File: config.mk
export PLATFORM = sky130hd
export DESIGN_NAME = pc_predict_unit_flat
export DESIGN_NICKNAME = d
export VERILOG_FILES = /design/src/rtl/pc_predict_unit_pkg.sv /design/src/rtl/pc_predict_unit_if.sv /design/src/rtl/pc_predict_unit_btb.sv /design/src/rtl/pc_predict_unit.sv /design/src/flat_wrapper.sv
export SDC_FILE = /design/constraint.sdc
export NUM_CORES = 2
export LEC_CHECK = 0
export ABC_CLOCK_PERIOD_IN_PS = 3710
export BUFFER_PORTS_ARGS = -buffer_cell sky130_fd_sc_hd__buf_2
export CAP_MARGIN = 0
export CORE_MARGIN = 3
export CORE_UTILIZATION = 40
export CTS_CLUSTER_SIZE = 10
export DETAILED_ROUTE_END_ITERATION = 10
export GPL_ROUTABILITY_DRIVEN = 1
export PLACE_DENSITY = 0.62
export SLEW_MARGIN = 20
export SYNTH_ARGS = -nofsm -noshare
export SYNTH_HDL_FRONTEND = slang
export SYNTH_SLANG_ARGS = --single-unit
File: constraint.sdc
create_clock -name CLK -period 3.71 [get_ports CLK]
set_input_delay 0 -clock CLK [delete_from_list [all_inputs] [get_ports CLK]]
set_output_delay 0 -clock CLK [all_outputs]
set_load 0.01 [all_outputs]
File: src/rtl/pc_predict_unit_pkg.sv
// pc_predict_unit_pkg: shared types for the fetch-stage predictor
package pc_predict_unit_pkg;
  typedef enum logic [1:0] {SNT = 2'b00, WNT = 2'b01, WT = 2'b10, ST = 2'b11} cnt_e;
endpackage

File: src/rtl/pc_predict_unit_if.sv
// pc_predict_unit_if: fetch control and execute-stage resolution bundle
interface pc_predict_unit_if #(parameter int WORD_W = 32);
  logic ihit, stall, redirect, upd_valid, upd_taken, upd_is_jump, pred_taken;
  logic [WORD_W-1:0] redirect_pc, upd_pc, upd_target, pcaddr, nxt_pc, pred_target;
  modport master (
    output ihit, stall, redirect, redirect_pc, upd_valid, upd_pc, upd_taken, upd_target, upd_is_jump,
    input pcaddr, nxt_pc, pred_taken, pred_target
  );
  modport slave (
    input ihit, stall, redirect, redirect_pc, upd_valid, upd_pc, upd_taken, upd_target, upd_is_jump,
    output pcaddr, nxt_pc, pred_taken, pred_target
  );
endinterface

File: src/rtl/pc_predict_unit_btb.sv
// branch_target_buffer: direct-mapped BTB with saturating direction counters
module branch_target_buffer import pc_predict_unit_pkg::*; #(
  parameter int BTB_ENTRIES = 16,
  parameter int WORD_W = 32,
  parameter int CNT_W = 2
) (
  input  logic CLK,
  input  logic nRST,
  input  logic [WORD_W-3:0] pc,
  output logic hit,
  output logic taken,
  output logic [WORD_W-1:0] target,
  input  logic upd_valid,
  input  logic upd_taken,
  input  logic upd_is_jump,
  input  logic [WORD_W-3:0] upd_pc,
  input  logic [WORD_W-1:0] upd_target
);
  localparam int IDX_W = $clog2(BTB_ENTRIES);
  localparam int TAG_W = WORD_W - 2 - IDX_W;
  localparam logic [CNT_W-1:0] CNT_INIT = CNT_W'(WT) << (CNT_W - 2);
  typedef struct packed {
    logic valid;
    logic jump;
    logic [TAG_W-1:0] tag;
    logic [WORD_W-1:0] target;
    logic [CNT_W-1:0] cnt;
  } btb_entry_t;
  btb_entry_t mem [BTB_ENTRIES];
  btb_entry_t rd, cur, nxt;
  logic [IDX_W-1:0] uidx;
  logic [TAG_W-1:0] utag;
  logic uhit;
  // pc and upd_pc are word addresses, so the index sits in the low bits
  assign rd = mem[pc[IDX_W-1:0]];
  assign hit = rd.valid && rd.tag == pc[WORD_W-3:IDX_W];
  assign taken = rd.jump || rd.cnt[CNT_W-1];
  assign target = rd.target;
  assign uidx = upd_pc[IDX_W-1:0];
  assign utag = upd_pc[WORD_W-3:IDX_W];
  assign cur = mem[uidx];
  assign uhit = cur.valid && cur.tag == utag;
  always_comb
    nxt = !uhit ? (upd_taken ? btb_entry_t'{valid: 1'b1, jump: upd_is_jump, tag: utag, target: upd_target, cnt: CNT_INIT} : cur)
        : upd_taken ? btb_entry_t'{valid: 1'b1, jump: upd_is_jump, tag: cur.tag, target: upd_target,
                                   cnt: &cur.cnt ? cur.cnt : cur.cnt + CNT_W'(1)}
        : btb_entry_t'{valid: 1'b1, jump: cur.jump, tag: cur.tag, target: cur.target,
                       cnt: |cur.cnt ? cur.cnt - CNT_W'(1) : cur.cnt};
  always_ff @(posedge CLK, negedge nRST)
    if (!nRST) for (int i = 0; i < BTB_ENTRIES; i++) mem[i] <= '0;
    else if (upd_valid) mem[uidx] <= nxt;
endmodule

File: src/rtl/pc_predict_unit.sv
// pc_predict_unit: fetch PC register with BTB-driven next-address prediction
module pc_predict_unit import pc_predict_unit_pkg::*; #(
  parameter int WORD_W = 32,
  parameter int BTB_ENTRIES = 16,
  parameter logic [WORD_W-1:0] RESET_PC = '0,
  parameter int CNT_W = 2
) (
  input logic CLK,
  input logic nRST,
  pc_predict_unit_if.slave pcif
);
  logic hit, taken;
  logic [WORD_W-1:0] target, pcaddr;
  branch_target_buffer #(.BTB_ENTRIES(BTB_ENTRIES), .WORD_W(WORD_W), .CNT_W(CNT_W)) btb (
    .CLK(CLK),
    .nRST(nRST),
    .pc(pcaddr[WORD_W-1:2]),
    .hit(hit),
    .taken(taken),
    .target(target),
    .upd_valid(pcif.upd_valid),
    .upd_taken(pcif.upd_taken),
    .upd_is_jump(pcif.upd_is_jump),
    .upd_pc(pcif.upd_pc[WORD_W-1:2]),
    .upd_target(pcif.upd_target)
  );
  assign pcif.pcaddr = pcaddr;
  assign pcif.nxt_pc = pcaddr + WORD_W'(4);
  assign pcif.pred_taken = hit && taken;
  assign pcif.pred_target = pcif.pred_taken ? target & ~WORD_W'(3) : pcif.nxt_pc;
  // redirect outranks stall so a mispredict is never lost behind a hazard freeze
  always_ff @(posedge CLK, negedge nRST)
    if (!nRST) pcaddr <= RESET_PC;
    else if (pcif.redirect) pcaddr <= pcif.redirect_pc & ~WORD_W'(3);
    else if (!pcif.stall && pcif.ihit) pcaddr <= pcif.pred_target;
endmodule

File: src/flat_wrapper.sv
// flat-port wrapper written by rule: the top's interface ports become plain ports
module pc_predict_unit_flat import pc_predict_unit_pkg::*;
#(
  parameter int WORD_W = 32,
  parameter int BTB_ENTRIES = 16,
  parameter logic [WORD_W-1:0] RESET_PC = '0,
  parameter int CNT_W = 2
)
  (CLK, nRST, pcif_ihit, pcif_stall, pcif_redirect, pcif_redirect_pc, pcif_upd_valid, pcif_upd_pc, pcif_upd_taken, pcif_upd_target, pcif_upd_is_jump, pcif_pcaddr, pcif_nxt_pc, pcif_pred_taken, pcif_pred_target);
  pc_predict_unit_if #(.WORD_W(WORD_W)) pcif_i ();
  input logic CLK;
  input logic nRST;
  input wire logic [$bits(pcif_i.ihit)-1:0] pcif_ihit;
  input wire logic [$bits(pcif_i.stall)-1:0] pcif_stall;
  input wire logic [$bits(pcif_i.redirect)-1:0] pcif_redirect;
  input wire logic [$bits(pcif_i.redirect_pc)-1:0] pcif_redirect_pc;
  input wire logic [$bits(pcif_i.upd_valid)-1:0] pcif_upd_valid;
  input wire logic [$bits(pcif_i.upd_pc)-1:0] pcif_upd_pc;
  input wire logic [$bits(pcif_i.upd_taken)-1:0] pcif_upd_taken;
  input wire logic [$bits(pcif_i.upd_target)-1:0] pcif_upd_target;
  input wire logic [$bits(pcif_i.upd_is_jump)-1:0] pcif_upd_is_jump;
  output wire logic [$bits(pcif_i.pcaddr)-1:0] pcif_pcaddr;
  output wire logic [$bits(pcif_i.nxt_pc)-1:0] pcif_nxt_pc;
  output wire logic [$bits(pcif_i.pred_taken)-1:0] pcif_pred_taken;
  output wire logic [$bits(pcif_i.pred_target)-1:0] pcif_pred_target;
  assign pcif_i.ihit = pcif_ihit;
  assign pcif_i.stall = pcif_stall;
  assign pcif_i.redirect = pcif_redirect;
  assign pcif_i.redirect_pc = pcif_redirect_pc;
  assign pcif_i.upd_valid = pcif_upd_valid;
  assign pcif_i.upd_pc = pcif_upd_pc;
  assign pcif_i.upd_taken = pcif_upd_taken;
  assign pcif_i.upd_target = pcif_upd_target;
  assign pcif_i.upd_is_jump = pcif_upd_is_jump;
  assign pcif_pcaddr = pcif_i.pcaddr;
  assign pcif_nxt_pc = pcif_i.nxt_pc;
  assign pcif_pred_taken = pcif_i.pred_taken;
  assign pcif_pred_target = pcif_i.pred_target;
  pc_predict_unit #(.WORD_W(WORD_W), .BTB_ENTRIES(BTB_ENTRIES), .RESET_PC(RESET_PC), .CNT_W(CNT_W)) u_core (.CLK(CLK), .nRST(nRST), .pcif(pcif_i));
endmodule
# Yosys cells after proc, flatten, opt, wreduce, memory -nomap -nowiden
# Index checks and enable logic that the tools add are counted.
# Widths: inputs -> output; s select.
[totals]
ff_bits = 1024
in_bits = 104
out_inout_bits = 97
word_cells = 118
[op_classes]
addsub = 3
order_cmp = 3
eq_ne = 2
n_mux = 17
bitwise = 2
n_reduce_logical = 10
[ops]
columns = ["cell", "count"]
rows = [
  ["$bwmux 992", 1],
  ["$bmux 62 s4", 2],
  ["$mux 62", 7],
  ["$demux 62 s4", 1],
  ["$mux 32", 3],
  ["$mux 61", 1],
  ["$eq 26x26->1", 2],
  ["$add 32x3->32 const B", 1],
  ["$ge 5x5->1 const B", 2],
  ["$not 4->5", 2],
  ["$logic_and 1x1->1", 5],
  ["$lt 5x1->1 const B", 1],
  ["$mux 2", 2],
  ["$add 2x1->2 const B", 1],
  ["$reduce_and 2->1", 1],
  ["$reduce_bool 2->1", 1],
  ["$reduce_or 2->1", 1],
  ["$sub 2x1->2 const B", 1],
  ["$logic_not 1->1", 1],
  ["$logic_or 1x1->1", 1],
]

# Depth between registers and ports, before layout
[logic_depth]
ltp_word = 10
ltp_mapped = 17

# Hierarchy
# A second synthesis with hierarchy kept.
[unflattened]
hier_cells = 4824
hier_area_um2 = 55226.7
[by_module_without_submodules]
columns = ["mod", "n_inst", "cells_per_inst", "area_each_um2", "seq_area_each_um2"]
rows = [
  ["branch_target_buffer", 1, 4447, 52404.0, 24823.8],
  ["pc_predict_unit", 1, 377, 2822.7, 800.8],
]

# Worst setup path after synthesis
# Ideal clock, no wire load.
[synth_timing]
path_type = "reg2reg"
from = "reg u_core.pcaddr[2] (netlist: u_core.pcif.pcaddr[2])"
to = "reg u_core.pcaddr[9] (netlist: u_core.pcif.pcaddr[9])"
setup_ps = 126
arrival_ps = 4032
setup_slack_ps = -448
path_stages_with_launch = 14
path_buffers = 8
synth_period_minus_slack_ps = 4158
cell_sequence = "dfrtp_1 -> buf_4 -> buf_4 -> buf_2 -> buf_4 -> buf_2 -> buf_2 -> buf_2 -> buf_1 -> mux4_2 -> a22oi_1 -> nand2_1 -> mux2_2 -> a221o_1"
[synth_via]
elab_chain_cells = 10
elab_cells_between_ends = 12
[synth_rtl]
columns = ["element", "line_no", "text"]
rows = [
  ["start, declared", "pc_predict_unit.sv:13", "logic [WORD_W-1:0] target, pcaddr;"],
  ["start signal, assigned", "pc_predict_unit.sv:34", "else if (pcif.redirect) pcaddr <= pcif.redirect_pc & ~WORD_W'(3);"],
  ["start signal, assigned", "pc_predict_unit.sv:35", "else if (!pcif.stall && pcif.ihit) pcaddr <= pcif.pred_target;"],
  ["$not 4->5 (implied by the code)", "pc_predict_unit_btb.sv:35", "assign rd = mem[pc[IDX_W-1:0]];"],
  ["$bmux 62 s4", "pc_predict_unit_btb.sv:35", ""],
  ["$mux 62 (implied by the code) (2 in series)", "pc_predict_unit_btb.sv:35", ""],
  ["$eq 26x26->1", "pc_predict_unit_btb.sv:36", "assign hit = rd.valid && rd.tag == pc[WORD_W-3:IDX_W];"],
  ["$logic_and 1x1->1", "pc_predict_unit_btb.sv:36", ""],
  ["$logic_and 1x1->1", "pc_predict_unit.sv:29", "assign pcif.pred_taken = hit && taken;"],
  ["$mux 32 (*)", "pc_predict_unit.sv:30", "assign pcif.pred_target = pcif.pred_taken ? target & ~WORD_W'(3) : pcif.nxt_pc;"],
  ["via pcif_pred_target[9]", "flat_wrapper.sv:25", "output wire logic [$bits(pcif_i.pred_target)-1:0] pcif_pred_target;"],
  ["$mux 32 (*)", "pc_predict_unit.sv:35", ""],
  ["$mux 32 (*)", "pc_predict_unit.sv:34", ""],
]
# Mark *: on every way through the listed nets, which the timed path passes. The rest lies on a longest branch. The select of a mux whose other input is x is not followed.
# A chain may end at the register's enable or synchronous reset.

# Worst setup path after layout
[layout_timing]
from = "reg u_core.pcaddr[2] (netlist: u_core.pcif.pcaddr[2])"
to = "out pcif_pred_target[31]"
[layout_via]
elab_chain_cells = 8
elab_cells_between_ends = 10
[layout_rtl]
columns = ["element", "line_no"]
rows = [
  ["$not 4->5 (implied by the code)", "pc_predict_unit_btb.sv:35"],
  ["$bmux 62 s4", "pc_predict_unit_btb.sv:35"],
  ["$mux 62 (implied by the code) (2 in series)", "pc_predict_unit_btb.sv:35"],
  ["$eq 26x26->1", "pc_predict_unit_btb.sv:36"],
  ["$logic_and 1x1->1", "pc_predict_unit_btb.sv:36"],
  ["$logic_and 1x1->1", "pc_predict_unit.sv:29"],
  ["$mux 32 (*)", "pc_predict_unit.sv:30"],
  ["end, declared", "flat_wrapper.sv:25"],
]
# Every way passes the cells marked *; elsewhere a longest branch is shown, timed or not. The select of a mux whose other input is x is not followed.

==> impl_metrics.env <==
export IMPL_placedInstanceArea_um2=59200
export IMPL_antenna_found_initial=10
export IMPL_drive_gt1_share_pct=31.6
export IMPL_holdWs_ns=0.0452
export IMPL_port_buffers=194
export IMPL_clk_path_buf_depth=3
export IMPL_antenna_left=0
export IMPL_ys_flop_type="dfrtp_1"
export IMPL_core_area_um2=132000
export IMPL_synth_compound_area_share_pct=12.0
export IMPL_drtIter0Drc=4948
export IMPL_p_seq_share_pct=41.9
export IMPL_violations="negative setup slack"
export IMPL_critical_path_arrival_ns=4.52
export IMPL_p_total_w=0.0378
export IMPL_drv_slew=0
export IMPL_synth_top_family_by_area="multiplexers"
export IMPL_critPathCaptureType="primary output"
export IMPL_htreeDepth=3
export IMPL_cp_start_kind="flop"
export IMPL_synth_xor_area_share_pct=1.23
export IMPL_drt_total_wl_um=195000
export IMPL_async_flop_share_pct=100
export IMPL_r2r_slack_ns=-0.40
export IMPL_r2r_start="u_core.pcif.pcaddr[2]$_DFFE_PN0P_"
export IMPL_outcome="finished with violations"
export IMPL_finalNonFillerCells=6964
export IMPL_cts_root_buf="clkbuf_16"
export IMPL_synthSimpleGateAreaFrac_pct=8.56
export IMPL_tritoncts="yes"
export IMPL_dp_slack_ns=-0.469
export IMPL_cell_internal_pwr_w=0.0254
export IMPL_gr_usage_all_layers_pct=27.9
export IMPL_path_class="flop to primary output"
export IMPL_synth_yosys_seq_area_share_pct=46.4
export IMPL_setup_viol=292
export IMPL_crit_chain="buf_6 -> buf_12 -> mux4_2 -> mux4_2 -> xor2_1 -> nor2_2 -> nand4b_1 -> a2111oi_4 -> buf_4 -> nand3_4 -> buf_12 -> buf_16 -> mux2_4 -> buf_4 -> buf_2"
export IMPL_worst_slew_pin_slew_ns=1.07
export IMPL_ioPinCount=201
export IMPL_crit_fanout=8
export IMPL_synth_edf_count=0
export IMPL_hp_class="primary input to flop"
export IMPL_place_inst=6659
export IMPL_syn_area_um2=53500
export IMPL_fp_dieH_um=372
export IMPL_grt_max_degree=108
export IMPL_overflow=0
export IMPL_cts_sinks=992
export IMPL_netlist_instances=4715
export IMPL_hp_start="pcif_redirect_pc[22]"
export IMPL_leakage_nw=28.5
export IMPL_die_area_um2=138000
export IMPL_hold_viol=0
export IMPL_synth_cell_types=75
export IMPL_syn_avg_cell_area_um2=11.4
export IMPL_reg2reg_to="u_core.pcif.pcaddr[31]$_DFFE_PN0P_"
export IMPL_power_switching_share_pct=32.8
export IMPL_ys_ff_latch=992
export IMPL_vias=43079
export IMPL_rsz0062_at_grt="true"
export IMPL_ir_drop_mv=0.372
export IMPL_clkPwrFrac_pct=27.0
export IMPL_synthAdderAreaFrac_pct=0.0608
export IMPL_crit_start="u_core.pcif.pcaddr[2]$_DFFE_PN0P_"
export IMPL_dp_hpwl_um=124000
export IMPL_pwr_share_comb_pct=31.1
export IMPL_synth_fp_nets=4820
export IMPL_final_cell_area_um2=65100
export IMPL_grt_pass1_wl_um=286000
export IMPL_drcViolationCount=0
export IMPL_cpPeakStageDelay_ns=0.52
export IMPL_setup_ws_ns=-0.811
export IMPL_fin_worst_skew_ns=0.0659
export IMPL_globalplace_congestion=0.961
export IMPL_rows=133
export IMPL_cts_made_buffers=113
export IMPL_avgRoutedWirePerCell_um=28.1
export IMPL_critPathSlowestCell="mux4_2"
export IMPL_grt_pass1_vias=42737
export IMPL_area_growth_pct=21.7
export IMPL_power_density_nw_per_um2=580
export IMPL_first_pass_iters=7
export IMPL_relSlewSlack_pct=29.0
export IMPL_die_w_um=372
export IMPL_p_sw_w=0.0124
export IMPL_finalCriticalPeriod_ns=4.52
export IMPL_max_clock_freq_ghz=0.221
export IMPL_viasPerCell=6.19
export IMPL_setup_worst_path_end="pcif_pred_target[31]"
export IMPL_yosys_warnings=0
export IMPL_nNetsFinal=5264
export IMPL_cp_required_ns=3.71
export IMPL_clk_latency_ns=0.75
export IMPL_post_route_period_util_pct=122
export IMPL_rr_worst_depth=15
export IMPL_start_util_pct=40.5
export IMPL_muxShareOfSynthArea_pct=28.0
export IMPL_clk_pin_slew_ns=0.06
export IMPL_drv_cap=0
logic make-up (layout without fill, tap and decap cells):
kind of cell               Yosys count  after routing
and+or+nand+nor                   1140           1140
AOI/OAI and AO/OA                 1080           1080
DFF                                992            992
muxes                              941            950
buffers and inverters              484            965
xor gates and xnor gates            75             75
adders and majority gates            3              3
other                                0              4
flip-flops by register name, summed over array words and instances (netlist names):
signal,cells
u_core.btb.mem,960
u_core.pcif.pcaddr,32
how the worst min path moves through the flow:
stage	depth (start not counted)	to	slack, ns
after CTS	3	u_core.pcif.pcaddr[27]$_DFFE_PN0P_	0.003
after detailed placement	1	u_core.pcif.pcaddr[18]$_DFFE_PN0P_	0.09
after global routing	3	u_core.pcif.pcaddr[22]$_DFFE_PN0P_	0.02
final	3	u_core.pcif.pcaddr[22]$_DFFE_PN0P_	0.05
after floorplan	0	u_core.btb.mem[0]$_DFFE_PN0P_	-0.30
after global placement	1	u_core.pcif.pcaddr[15]$_DFFE_PN0P_	0.09
per-stage QoR:
| stage | setup TNS, ns | util (%) |
|---|---|---|
| after global placement | -135.66 | 44.8 |
| after CTS | -24.70 | 48.4 |
| after detailed placement | -115.47 | 44.8 |
| final | -39.25 | 49.3 |
| after floorplan | 0 | - |
| after global routing | -57.59 | 49.3 |
per-layer routing:
| metal | track usage [%] | vias up | routed length [um] |
|---|---|---|---|
| li1 | - | 18277 | - |
| met1 | 38.1 | 22021 | 78600 |
| met2 | 42.1 | 2343 | 86400 |
| met3 | 8.20 | 432 | 22400 |
| met4 | 10.4 | 6 | 8030 |
| met5 | 0 | - | 45 |
cells in the mapped netlist (all sizes together), types with 3 or more instances:
master	count	area, um2
nor3	14	70.1
nand3	30	150
nand3b	3	22.5
mux4	416	9370
nor2b	15	93.8
nor2	315	1180
mux2	264	2980
o221ai	8	70.1
nand4	14	87.6
a22o	5	43.8
and2	6	37.5
xnor2	45	394
o21ai	601	3010
a211oi	4	30.0
o22a	4	35.0
clkbuf	308	1160
o2bb2ai	5	43.8
a221oi	67	587
buf	150	806
or3	4	25.0
o211ai	13	97.6
nor4	6	37.5
a22oi	56	420
nand2b	8	50.1
or2	6	37.5
a2111oi	6	60.1
or4	3	26.3
and3	14	87.6
inv	23	86.3
nand2	694	2610
o22ai	7	43.8
dfrtp	992	24800
a221o	31	310
clkinv	3	11.3
a31oi	140	876
mux2i	261	2620
a211o	5	43.8
xor2	30	263
a21oi	105	526
o31ai	4	43.8
o311a	3	30.0
worst max-delay path, delay by kind of cell, from the launching register on:
kind                      cells  cell delay, ns
xor gates and xnor gates      1            0.16
buffers and inverters         7            1.08
muxes                         3            1.31
and+or+nand+nor               3            0.44
AOI/OAI and AO/OA             1            0.34
DFF                           1            0.49
layout make-up:
type | count | area (um2)
Sequential cell | 992 | 24800
Inverter | 26 | 103
Antenna cell | 4 | 10.0
Multi-Input combinational cell | 3248 | 28100
Clock buffer | 157 | 3120
Timing Repair Buffer | 778 | 6730
Tap cell | 1755 | 2200
Clock inverter | 4 | 67.6
Fill cell | 11756 | 67000
cell usage in the layout, fill, tap and decap left out, types with 7 or more instances in the layout:
cell,netlist,routed
dfrtp_1,992,988
nand2_1,694,678
o21ai_0,601,587
mux4_2,416,416
buf_4,27,403
nor2_1,315,294
mux2i_1,258,255
buf_2,65,182
mux2_4,3,162
a31oi_1,140,140
clkbuf_16,0,119
mux2_2,256,111
dlygate4sd3_1,0,85
a21oi_1,105,71
buf_12,0,64
a221oi_1,67,61
a22oi_1,56,56
xnor2_1,45,40
clkbuf_1,308,35
a21oi_2,0,33
a221o_1,31,31
xor2_1,30,29
buf_6,8,29
nand3_1,30,26
inv_1,22,20
nor2_4,0,19
nand2_4,0,16
nand4_1,14,14
nor2b_1,15,14
nor3_1,14,13
o211ai_1,13,13
and3_1,14,12
o21ai_2,0,9
o221ai_1,8,8
nand2b_1,8,7
power groups by stage:
stage | registers, W | logic [W] | clock network, W
after detailed placement | 0.0159 | 0.0108 | 0
after global placement | 0.0157 | 0.0106 | 0
after global routing | 0.0161 | 0.0126 | 0.0108
after CTS | 0.0157 | 0.0111 | 0.0103
final | 0.0158 | 0.0118 | 0.0102
after floorplan | 0.0151 | 0.00720 | 0
timing repair:
action	in CTS	in global routing
resized for setup	78	243
buffers inserted	17	21
cloned	8	12
hold buffers	86	0
pin swaps	12	19
setup endpoints to repair	359	365
endpoints found under the hold margin	1447	0
No activity file was read; power rests on OpenSTA's default activity.
